## config.mk

```make
export PLATFORM = sky130hd
export DESIGN_NAME = pc_sequencer
export DESIGN_NICKNAME = d
export VERILOG_FILES = /design/src/rtl/pc_sequencer.sv
export SDC_FILE = /design/constraint.sdc
export NUM_CORES = 1
export LEC_CHECK = 0
export ABC_AREA = 1
export CORE_UTILIZATION = 50
export DETAILED_ROUTE_END_ITERATION = 8
export PLACE_DENSITY = 0.91
export SYNTH_ARGS = -nofsm -noshare
export SYNTH_HDL_FRONTEND = slang
export SYNTH_SLANG_ARGS = --single-unit
```

## constraint.sdc

```tcl
create_clock -name clk -period 2.7 [get_ports clk]
set_input_delay 0.54 -clock clk [delete_from_list [all_inputs] [get_ports clk]]
set_output_delay 0.54 -clock clk [all_outputs]
set_load 0.02 [all_outputs]
```

## src/rtl/pc_sequencer.sv

```systemverilog
// pc_sequencer: command FSM that orders PC increment/load/branch/save strobes with bus-wait timeout
module pc_sequencer #(
    parameter int TIMEOUT = 16,
    parameter int CNT_W   = 5
) (
    input  logic       clk,
    input  logic       rst,
    input  logic       clk_en,
    input  logic       cmd_valid,
    input  logic [2:0] cmd_op,
    input  logic       cond,
    input  logic       bus_valid,
    output logic       cmd_ready,
    output logic       busy,
    output logic       done,
    output logic       err,
    output logic       pc_oe,
    output logic       pc_wr,
    output logic       pc_lhb,
    output logic       pc_inc,
    output logic       pc_off
);
    typedef enum logic [2:0] {IDLE, INC, LD_LO, LD_HI, REL, OUT_LO, OUT_HI, FIN} state_t;
    state_t           state;
    logic [CNT_W-1:0] cnt;
    logic             err_q;
    logic             cond_q;
    logic             expire;
    // last idle edge of the wait budget; TIMEOUT=0 never expires
    assign expire = (TIMEOUT != 0) && (cnt == CNT_W'(TIMEOUT - 1));
    // FIN leaves without clk_en so done is exactly one clk wide; all other moves wait for clk_en
    always_ff @(posedge clk or posedge rst) begin
        if (rst) begin
            state  <= IDLE;
            cnt    <= '0;
            err_q  <= 1'b0;
            cond_q <= 1'b0;
        end else if (state == FIN) begin
            state <= IDLE;
        end else if (clk_en) begin
            case (state)
                IDLE: if (cmd_valid) begin
                    cond_q <= cond;
                    err_q  <= 1'b0;
                    cnt    <= '0;
                    case (cmd_op)
                        3'd0:       state <= FIN;
                        3'd1:       state <= INC;
                        3'd2, 3'd5: state <= LD_LO;
                        3'd3:       state <= cond ? REL : FIN;
                        3'd4:       state <= OUT_LO;
                        default: begin
                            state <= FIN;
                            err_q <= 1'b1;
                        end
                    endcase
                end
                INC: state <= FIN;
                default: if (bus_valid) begin
                    cnt   <= '0;
                    state <= state == LD_LO ? LD_HI : state == OUT_LO ? OUT_HI : FIN;
                end else if (expire) begin
                    state <= FIN;
                    err_q <= 1'b1;
                end else begin
                    cnt <= cnt + CNT_W'(1);
                end
            endcase
        end
    end
    assign cmd_ready = state == IDLE;
    assign busy      = !cmd_ready;
    assign done      = state == FIN;
    assign err       = done && err_q;
    assign pc_oe     = state == OUT_LO || state == OUT_HI;
    assign pc_wr     = (state == LD_LO || state == LD_HI) && bus_valid;
    assign pc_lhb    = state == LD_HI || state == OUT_HI;
    assign pc_inc    = state == INC;
    assign pc_off    = state == REL && bus_valid && cond_q;
endmodule

```

* Word-level counts from Yosys, hierarchy flattened
Index checks and enable logic that the tools add are counted.
Storage, ports and cells: register bits after elaboration 10, bits of input ports 9, output and inout bits 9, logic and storage cells 62
Cells by class: add/sub/neg operators 1, equal/unequal tests 17, mux-type cells 19, bitwise logic cells 2, reductions and logical operators 19
Operator list (number):
- $eq A3 B3 Y1 const B | 6
- $mux W3 | 6
- $mux W5 | 3
- $eq A3 B2 Y1 const B | 4
- $pmux W3 S4 | 1
- $pmux W5 S2 | 1
- $eq A3 B1 Y1 const B | 2
- $logic_not A3 Y1 | 2
- $pmux W3 S2 | 1
- $reduce_and A6 Y1 | 1
- $reduce_or A6 Y1 | 1
- $add A5 B1 Y5 const B | 1
- $eq A5 B4 Y1 const B | 1
- $mux W1 | 5
- $reduce_and A5 Y1 | 1
- $reduce_bool A5 Y1 | 1
- $logic_and A1 B1 Y1 | 4
- $reduce_and A4 Y1 | 1
- $reduce_bool A2 Y1 | 2
- $logic_or A1 B1 Y1 | 3
- $ne A3 B2 Y1 const B | 1
- $ne A3 B3 Y1 const B | 1
- $reduce_and A3 Y1 | 1
- $mux W2 | 1
- other kinds (6) | 7

* Logic depth before layout (Yosys ltp)
word-level depth 7, depth in mapped cells 10, depth with buffers taken out 10

* Least setup slack after synthesis
OpenSTA, ideal clock, no wires.
kind input -> output, start in bus_valid, end out pc_off, arrival 1.348 ns, data required time 2.160 ns, slack 0.812 ns, cell stages on the path 2, buffers on the path 0, path through inv_1 > nor4_1
On the way: cells in the longest elaborated chain, start to end 2
RTL lines:
- start: declaration | line 12 | input logic bus_valid,
- $logic_and A1 B1 Y1 (2 in a row) | line 79 | assign pc_off = state == REL && bus_valid && cond_q;
- end: declaration | line 21 | output logic pc_off
No other way between the ends.

* Final worst setup path
Same ends and word-level chain as after synthesis.

==> results_dict.tcl <==
set metrics [dict create \
    crit_type "input pin to primary output" \
    path_cells "clkdlybuf4s50_1, inv_1, nor4_1, clkdlybuf4s50_1" \
    async_flop_share_pct 100.0 \
    fin_crit_ns 2.522 \
    postCtsSetupRepairBufs 0 \
    powerDensity_nw_per_um2 939.7 \
    ys_seq_area_share_pct 29.28 \
    min_path_type "flop to flop" \
    worst_slew_pin_slew_ns 0.4001 \
    skew_ns 0.007953 \
    core_um2 1559 \
    rows 14 \
    setup_viol 0 \
    avgSynthCellArea_um2 7.304 \
    gp_congestion 0.8625 \
    drtAntennaViolNets 0 \
    fmax_mhz 396.5 \
    nets 149 \
    netlist.area_leader.share_pct 29.28 \
    hold_viol_final 0 \
    status "finished with violations" \
    start_util_pct 54.82 \
    slew_headroom_pct 73.30 \
    nFillCells 138 \
    post_cts_resized 0 \
    p_total_w 0.0009923 \
    synth.most_common_cell "nand2_1" \
    hold_buffers 0 \
    cts_root_buf "clkbuf_4" \
    drt_pass1_iterations 6 \
    antenna_found_initial 0 \
    critPathTopFamily "buffers and inverters" \
    drtIter0Drc 23 \
    drive_gt1_share_pct 19.12 \
    synthesis.area_um2 854.6 \
    syn_inst 117 \
    synth_common_cells "nand2_1 (31), inv_1 (17), nor2_1 (11), dfrtp_1 (10), nand3_1 (10)" \
    drc 8 \
    cts_tree "done" \
    clk_pin_slew_ns 0.06 \
    whs_ns 0.4870 \
    wirelength_um 1810 \
    cts_buffers 3 \
    htreeDepth 1 \
    grtUsageTotal_pct 22.50 \
    die_y_um 43.34 \
    io_pins 18 \
    power_leakage_nw 0.5406 \
    diodes 0 \
    cap_viol_max_count 0 \
    via_count 805 \
    clock-sinks 10 \
    path_buf_inv 3 \
    crit_fanout 3 \
    yosys.area.top_type "dfrtp_1" \
    area_growth_pct 23.57 \
    die_x_um 43.34 \
    portBuffers 17 \
    routedWlPerCell_um 11.91 \
    vdd_ir_drop_max_mv 0.4760 \
    grt_pass1_wl_um 3160 \
    final_area_um2 1056 \
    hpwlAfterDp_um 1453 \
    critical-path-slowest-cell "clkdlybuf4s50_1" \
    final_core_util_pct 67.74 \
    fin_tns_setup_ns 0 \
    ys_warn_count 0 \
    slew_viol_final 0 \
    viasPerCell 5.296 \
    cp.arrival_ns 1.98 \
    critPathRequiredTime_ns 2.16 \
    grt_pass1_vias 765 \
    grt_start_max_net_pins 11 \
    violations "DRC" \
    rsz0062_at_grt "no" \
    clock_path_buffers 2 \
    synth_flop_cell "dfrtp_1" \
    critPathMostFrequentCell "clkdlybuf4s50_1" \
    cp-start-kind "input pin" \
    dieArea_um2 1878 \
    postPlaceCellArea_um2 1033 \
    synth.area.top_cells "dfrtp_1 (29%), nand2_1 (14%), inv_1 (7.5%), nand3_1 (5.9%), nor2_1 (4.8%)" \
    fin_crit_sh_pct 93.41 \
    clock_latency_ns 0.27 \
    synth-seq-cells 10 \
    ys_types 28 \
    syn-num-nets 128 \
    slowest_delay_ns 0.64 \
    overflow 0 \
    synth_edf_count 0 \
    worst_setup_path_end_kind "primary output" \
]
## sequential cells by signal, indices dropped and copies added (netlist names)
register  flops
err_q         1
cond_q        1
state         3
cnt           5
## final timing paths
path	from	cells past startpoint	slack (ns)	to
min in group asynchronous	rst	2	0.55	state[0]
max in group asynchronous	rst	2	1.86	err_q
hold / removal	cnt[4]	2	0.49	cnt[4]
hold reg to reg	cnt[4]	2	0.49	cnt[4]
setup reg to reg	cnt[0]	10	1.03	state[0]
setup / recovery	bus_valid	4	0.18	pc_off
## kinds of logic after synthesis
family,share of synthesized area [%]
xor gates and xnor gates,1.025
DFF,29.28
buffers and inverters,11.27
AOI/OAI and AO/OA,7.027
adders and majority gates,2.928
and+or+nand+nor,48.46
## per-layer routing
metal	share of wire [%]	global-route usage (%)	vias up
met5	0	0	-
met4	3.5	13.13	0
met3	6.9	4.583	8
met2	50	36.06	34
met1	40	28.12	359
li1	-	-	404
## per-stage QoR
stage,cells,setup slack (ns)
5_1_grt,152,0.08901
4_1_cts,152,0.1898
3_3_place_gp,149,0.2291
2_1_floorplan,117,0.8118
6_report,152,0.1780
3_5_place_dp,149,0.1980
## layout make-up
class	count	area, um2	area share [%]
Clock buffer	3	22.52	2.133
Inverter	20	77.57	7.346
Multi-Input combinational cell	85	508.0	48.10
Sequential cell	10	250.2	23.70
Tap cell	16	20.02	1.896
Timing Repair Buffer	18	177.7	16.82
## cell usage in the layout (no fill, tap or decap), drive strengths merged
master / count
a21oi: 2
buf: 1
clkbuf: 3
clkdlybuf4s50: 17
dfrtp: 10
ha: 2
inv: 20
nand2: 37
nand3: 12
nand4: 2
nor2: 16
nor3: 2
nor4: 1
o21ai: 7
or2: 3
xor2: 1
## worst register-to-register path, cell delays in order (launching register included)
cell	delay [ns]
dfrtp_1	0.41
ha_1	0.22
nand2_1	0.08
nor2_1	0.04
ha_1	0.17
inv_1	0.16
nand3_1	0.15
nor2_1	0.16
nor2_2	0.08
nand2_1	0.07
nand2_1	0.04
## power breakdown
part | internal (W) | switching (W) | total [W]
combinational | 0.000239 | 0.000366 | 0.000605
sequential | 0.000201 | 0.0000812 | 0.000282
clock | 0.0000515 | 0.0000536 | 0.000105
total | 0.000491 | 0.000501 | 0.000992
No activity file was read; power rests on OpenSTA's default activity.
